### src/rtl/tdc_pkg.sv
// Shared constants and calibration state encoding for the TDC decoder.
package tdc_pkg;

    localparam int TDC_W_DEF   = 64;
    localparam int CODE_W_DEF  = 7;
    localparam int CAL_LOG_DEF = 8;

    typedef enum logic [1:0] {
        ST_IDLE = 2'd0,
        ST_CAL  = 2'd1,
        ST_DONE = 2'd2
    } cal_state_e;

endpackage

### src/rtl/tdc_edge_enc.sv
// Thermometer edge encoder: code is one above the lowest 1->0 transition,
// with the tap beyond the top of the line reading 0.
module tdc_edge_enc #(
    parameter int TDC_W  = 64,
    parameter int CODE_W = $clog2(TDC_W) + 1
) (
    input  logic [TDC_W-1:0]  therm_i,
    output logic [CODE_W-1:0] code_o,
    output logic              ovf_o,
    output logic              unf_o
);

    logic [TDC_W:0] ext;

    assign ext = {1'b0, therm_i};

    // Scan downwards so the lowest matching edge is the one that sticks.
    always_comb begin
        code_o = '0;
        for (int i = TDC_W - 1; i >= 0; i--) begin
            if (ext[i] && !ext[i+1]) begin
                code_o = CODE_W'(i + 1);
            end
        end
    end

    assign ovf_o = &therm_i;
    assign unf_o = ~|therm_i;

endmodule

### src/rtl/tdc_decoder.sv
// Three-stage delay-line TDC decoder (polarity fix, bubble correction, edge
// encode) with a max-code calibration window.
//
// state   | meaning
// --------+---------------------------------------------------------------
// IDLE    | waiting for cal_start; cal_period holds the last result
// CAL     | collecting in-range codes, tracking the maximum
// DONE    | window complete; loads cal_period and pulses cal_done
module tdc_decoder
    import tdc_pkg::*;
#(
    parameter int TDC_W   = TDC_W_DEF,
    parameter int CODE_W  = CODE_W_DEF,
    parameter int CAL_LOG = CAL_LOG_DEF
) (
    input  logic              clk,
    input  logic              rst_n,
    input  logic [TDC_W-1:0]  tdc_raw,
    input  logic              sample_en,
    input  logic              cal_start,
    output logic [CODE_W-1:0] code,
    output logic              code_valid,
    output logic              ovf,
    output logic              unf,
    output logic [CODE_W-1:0] cal_period,
    output logic              cal_done
);

    localparam int CNT_W = CAL_LOG + 1;
    localparam logic [TDC_W-1:0] ODD_MASK = {(TDC_W / 2){2'b10}};
    localparam logic [CNT_W-1:0] CAL_LAST = {1'b0, {CAL_LOG{1'b1}}};

    logic [TDC_W-1:0]   norm_d, norm_q;
    logic               v1_q;
    logic [TDC_W+1:0]   norm_ext;
    logic [TDC_W-1:0]   bub_d, bub_q;
    logic               v2_q;
    logic [CODE_W-1:0]  code_d, code_q;
    logic               ovf_d, ovf_q, unf_d, unf_q;
    logic               code_valid_q;

    cal_state_e         state_q;
    logic [CNT_W-1:0]   cnt_q;
    logic [CODE_W-1:0]  max_q;
    logic [CODE_W-1:0]  cal_period_q;
    logic               cal_done_q;

    assign norm_d = tdc_raw ^ ODD_MASK;

    // Virtual tap -1 reads 1 and tap TDC_W reads 0.
    assign norm_ext = {1'b0, norm_q, 1'b1};
    assign bub_d = (norm_ext[TDC_W-1:0] & norm_ext[TDC_W:1])
                 | (norm_ext[TDC_W-1:0] & norm_ext[TDC_W+1:2])
                 | (norm_ext[TDC_W:1]   & norm_ext[TDC_W+1:2]);

    tdc_edge_enc #(
        .TDC_W  (TDC_W),
        .CODE_W (CODE_W)
    ) u_edge_enc (
        .therm_i (bub_q),
        .code_o  (code_d),
        .ovf_o   (ovf_d),
        .unf_o   (unf_d)
    );

    always_ff @(posedge clk or negedge rst_n) begin
        if (!rst_n) begin
            norm_q       <= '0;
            v1_q         <= 1'b0;
            bub_q        <= '0;
            v2_q         <= 1'b0;
            code_q       <= '0;
            ovf_q        <= 1'b0;
            unf_q        <= 1'b0;
            code_valid_q <= 1'b0;
        end else begin
            v1_q         <= sample_en;
            v2_q         <= v1_q;
            code_valid_q <= v2_q;
            if (sample_en) begin
                norm_q <= norm_d;
            end
            if (v1_q) begin
                bub_q <= bub_d;
            end
            if (v2_q) begin
                code_q <= code_d;
                ovf_q  <= ovf_d;
                unf_q  <= unf_d;
            end
        end
    end

    always_ff @(posedge clk or negedge rst_n) begin
        if (!rst_n) begin
            state_q      <= ST_IDLE;
            cnt_q        <= '0;
            max_q        <= '0;
            cal_period_q <= '0;
            cal_done_q   <= 1'b0;
        end else begin
            cal_done_q <= 1'b0;
            case (state_q)
                ST_IDLE: begin
                    if (cal_start) begin
                        state_q <= ST_CAL;
                        cnt_q   <= '0;
                        max_q   <= '0;
                    end
                end
                ST_CAL: begin
                    if (cal_start) begin
                        cnt_q <= '0;
                        max_q <= '0;
                    end else if (code_valid_q && !ovf_q && !unf_q) begin
                        if (code_q > max_q) begin
                            max_q <= code_q;
                        end
                        cnt_q <= cnt_q + 1'b1;
                        if (cnt_q == CAL_LAST) begin
                            state_q <= ST_DONE;
                        end
                    end
                end
                ST_DONE: begin
                    cal_period_q <= max_q;
                    cal_done_q   <= 1'b1;
                    state_q      <= ST_IDLE;
                end
                default: state_q <= ST_IDLE;
            endcase
        end
    end

    assign code       = code_q;
    assign code_valid = code_valid_q;
    assign ovf        = ovf_q;
    assign unf        = unf_q;
    assign cal_period = cal_period_q;
    assign cal_done   = cal_done_q;

endmodule

### config.mk
export PLATFORM = sky130hd
export DESIGN_NAME = tdc_decoder
export DESIGN_NICKNAME = d
export VERILOG_FILES = /design/src/rtl/tdc_pkg.sv /design/src/rtl/tdc_edge_enc.sv /design/src/rtl/tdc_decoder.sv
export SDC_FILE = /design/constraint.sdc
export NUM_CORES = 1
export LEC_CHECK = 0
export BUFFER_PORTS_ARGS = -buffer_cell sky130_fd_sc_hd__buf_2
export CORE_MARGIN = 8
export CORE_UTILIZATION = 44
export DETAILED_ROUTE_END_ITERATION = 6
export MAX_ROUTING_LAYER = met4
export PLACE_DENSITY = 0.64
export SLEW_MARGIN = 40
export SYNTH_ARGS = -nofsm -noshare
export SYNTH_HDL_FRONTEND = slang
export SYNTH_SLANG_ARGS = --single-unit
### constraint.sdc
create_clock -name clk -period 3 [get_ports clk]
set_clock_uncertainty 0.2 [all_clocks]
set_input_delay 0.15 -clock clk [delete_from_list [all_inputs] [get_ports clk]]
set_output_delay 0.15 -clock clk [all_outputs]
set_load 0.1 [all_outputs]
==> impl_metrics.tcl <==
set metrics [dict create \
    status "completed" \
    ys_ff_latch 166 \
    synth_cells 835 \
    synth_xor_area_share_pct 0.1014 \
    cts-root-buf "clkbuf_16" \
    cts_made_buffers 17 \
    grt_setup_unrepaired "no" \
    synth_top_area_share_pct 48.09 \
    drv_slew 0 \
    synth_flop_cell "dfrtp_1" \
    path_class "register to register" \
    grt_overflow_total 0 \
    avgSynthCellArea_um2 10.35 \
    ff2ff_path_depth 5 \
    wl_per_cell_um 15.18 \
    ios 86 \
    met3_length_um 945 \
    final_hold_viol_count 0 \
    crit_required_ns 3.11 \
    antennaDiodeCount 0 \
    p_per_area_nw_per_um2 603.7 \
    die-width_um 156.1 \
    area_growth_pct 22.80 \
    async_reset_ff_share_pct 100.0 \
    yosysSeqAreaShare_pct 48.09 \
    cts_tree "yes" \
    row_count 51 \
    met2_wirelength_mm 8.609 \
    synth.area.top_cells "dfrtp_1, mux2_2, maj3_1" \
    remaining_drc_errors 0 \
    place_area_um2 9383 \
    r2r_end "max_q[0]$_DFFE_PN0P_" \
    fin_area_um2 10610 \
    maxCapViolations 0 \
    fmax_ghz 0.4394 \
    clk_pin_slew_ns 0.07 \
    holdCritPathClass "input pin to async pin" \
    p_leak_nw 4.674 \
    dieArea_um2 24370 \
    grt_pass1_vias 6562 \
    fin_crit_ns 2.276 \
    setup_viol 0 \
    cts.sinks 166 \
    crit_path_end_kind "register" \
    synth_fa_ha_area_share_pct 8.488 \
    r2r-start "ovf$_DFFE_PN0P_" \
    cts_setup_buffers 0 \
    startpoint_type "register" \
    clock_latency_ns 0.43 \
    dr.pass1.iters 5 \
    dp_hpwl_mm 13.73 \
    synth-compound-area-share_pct 12.73 \
    worstPathMaxFanout 10 \
    muxShareOfSynthArea_pct 12.70 \
    vias 6708 \
    dp_slack_ns 0.7421 \
    die_h_um 156.1 \
    crit_arrival_ns 2.39 \
    yosysTopAreaCell "dfrtp_1" \
    clockBufferDepth 2 \
    drive_gt1_share_pct 20.70 \
    synth-simple-area-share_pct 13.43 \
    core_um2 19330 \
    wl_met1_mm 9.389 \
    synth_edf_count 0 \
    worst_pin_slew_ns 0.6742 \
    synth_area_um2 8638 \
    antenna_found_initial 0 \
    syn_nets 912 \
    ys_warn_count 0 \
    fin_crit_sh_pct 75.86 \
    power.total_w 0.006403 \
    finalNonFillerCells 1265 \
    grt_usage_pct 16.87 \
    final_nets 1064 \
    postRouteAntennaNets 0 \
    fin_ws_ns 0.7241 \
    grt_max_degree 84 \
    via_per_inst 5.303 \
    synth.distinct_cells 62 \
    grt_pass1_wl_mm 32.59 \
    cts_resized 0 \
    fin_setup_tns_ns 0 \
    placed_cells 1166 \
    start_util_pct 44.68 \
    h-tree-depth 4 \
    synth_top_family_by_area "simple AND/OR/NAND/NOR gates" \
    rrSetupSlack_ns 0.72 \
    top_layer "met4" \
    slew_headroom_pct 55.05 \
    io_buffers 85 \
    finalWirelength_mm 19.20 \
    drt_iter0_drc 414 \
    globalplace.congestion 0.9532 \
    peakVddDrop_v 0.0004192 \
]
[sequential cells by signal, indices dropped and copies added (netlist names)]
signal / cells
bub_q: 64
cal_done: 1
cal_period: 7
cnt_q: 9
code: 7
code_valid: 1
max_q: 7
norm_q: 64
ovf: 1
state_q: 2
unf: 1
v1_q: 1
v2_q: 1
[cells in the mapped netlist (3+ instances only)]
| master | n |
|---|---|
| dfrtp_1 | 166 |
| inv_1 | 77 |
| mux2_2 | 69 |
| o21ai_0 | 66 |
| nand2_1 | 65 |
| maj3_1 | 62 |
| mux2i_1 | 32 |
| nor2_1 | 31 |
| nand2b_1 | 27 |
| a21oi_1 | 26 |
| clkbuf_1 | 18 |
| nor2b_1 | 17 |
| nand3_1 | 16 |
| nand4_1 | 15 |
| nor3_1 | 12 |
| and3_1 | 10 |
| ha_1 | 9 |
| or2_2 | 9 |
| a22o_1 | 8 |
| o211ai_1 | 8 |
| nor4_1 | 7 |
| o22ai_1 | 7 |
| and2_1 | 5 |
| buf_1 | 5 |
| o221ai_1 | 5 |
| a22oi_1 | 4 |
| a221oi_1 | 3 |
| a222oi_1 | 3 |
| a31oi_1 | 3 |
| o2111ai_1 | 3 |
| o21bai_1 | 3 |
| o31ai_1 | 3 |
| or3_1 | 3 |
[routing by layer]
metal	track usage (%)	up-vias
li1	-	3311
met1	22.86	3220
met2	24.76	160
met3	3.684	17
met4	5.492	0
met5	-	-
[power by group]
part	switching [W]	leakage, nW	internal (W)
logic	0.000777	2.40	0.000680
clock network	0.000926	0.256	0.00111
registers	0.000392	2.01	0.00252
total	0.00210	4.67	0.00431
[timing repair]
action | 4_1_cts | 5_1_grt
hold endpoints to repair | 148 | 0
hold buffers | 67 | 0
setup endpoints to repair | 0 | 0
[cells by family after synthesis]
| group | after synthesis |
|---|---|
| AOI/OAI and AO/OA | 168 |
| DFF | 166 |
| xor gates and xnor gates | 1 |
| adders and majority gates | 71 |
| muxes | 101 |
| and+or+nand+nor | 226 |
| buffers and inverters | 102 |
[critical path, cell delays in order, from the launching register on]
cell,delay (ns)
dfrtp_1,0.41
nor3b_1,0.48
a21oi_1,0.13
or2_2,0.38
o21bai_1,0.29
a22o_1,0.28
[area by class of cell]
| cell class | count | area (um2) |
|---|---|---|
| Clock buffer | 20 | 456.7 |
| Clock inverter | 12 | 95.09 |
| Fill cell | 1739 | 8727 |
| Inverter | 77 | 289.0 |
| Multi-Input combinational cell | 567 | 4099 |
| Sequential cell | 166 | 4155 |
| Tap cell | 265 | 331.6 |
| Timing Repair Buffer | 158 | 1181 |
[metrics by stage]
step | utilization (%) | hold slack (ns)
global route | 54.86 | 0.1959
CTS | 54.85 | 0.1746
detailed placement | 48.53 | 0.06689
finish | 54.86 | 0.1389
floorplan | - | -0.3456
global placement | 48.51 | 0.06873
[cells in the final DEF, fill, tap and decap left out, drive strengths merged, types with 3 or more instances in the layout]
master       count
a21oi           26
a221oi           3
a222oi           3
a22o             8
a22oi            4
a31oi            3
and2             6
and3            10
buf             90
clkbuf          21
clkinv           4
clkinvlp         5
dfrtp          166
dlygate4sd3     67
ha               9
inv             80
maj3            62
mux2            69
mux2i           32
nand2           65
nand2b          27
nand3           16
nand4           16
nor2            31
nor2b           17
nor3            12
nor4             7
o2111ai          3
o211ai           8
o21ai           66
o21bai           3
o221ai           5
o22ai            7
o31ai            3
or2              9
or3              3
[worst max-delay path by stage]
stage,startpoint,to,depth (start not counted)
after floorplan,code_valid$_DFF_PN0_,max_q[0]$_DFFE_PN0P_,6
after global routing,code[1]$_DFFE_PN0P_,max_q[3]$_DFFE_PN0P_,7
after detailed placement,bub_q[55]$_DFFE_PN0P_,ovf$_DFFE_PN0P_,6
after CTS,bub_q[55]$_DFFE_PN0P_,ovf$_DFFE_PN0P_,6
after global placement,bub_q[54]$_DFFE_PN0P_,ovf$_DFFE_PN0P_,6
final,ovf$_DFFE_PN0P_,max_q[0]$_DFFE_PN0P_,5
Power figures use the tool's default switching activity.
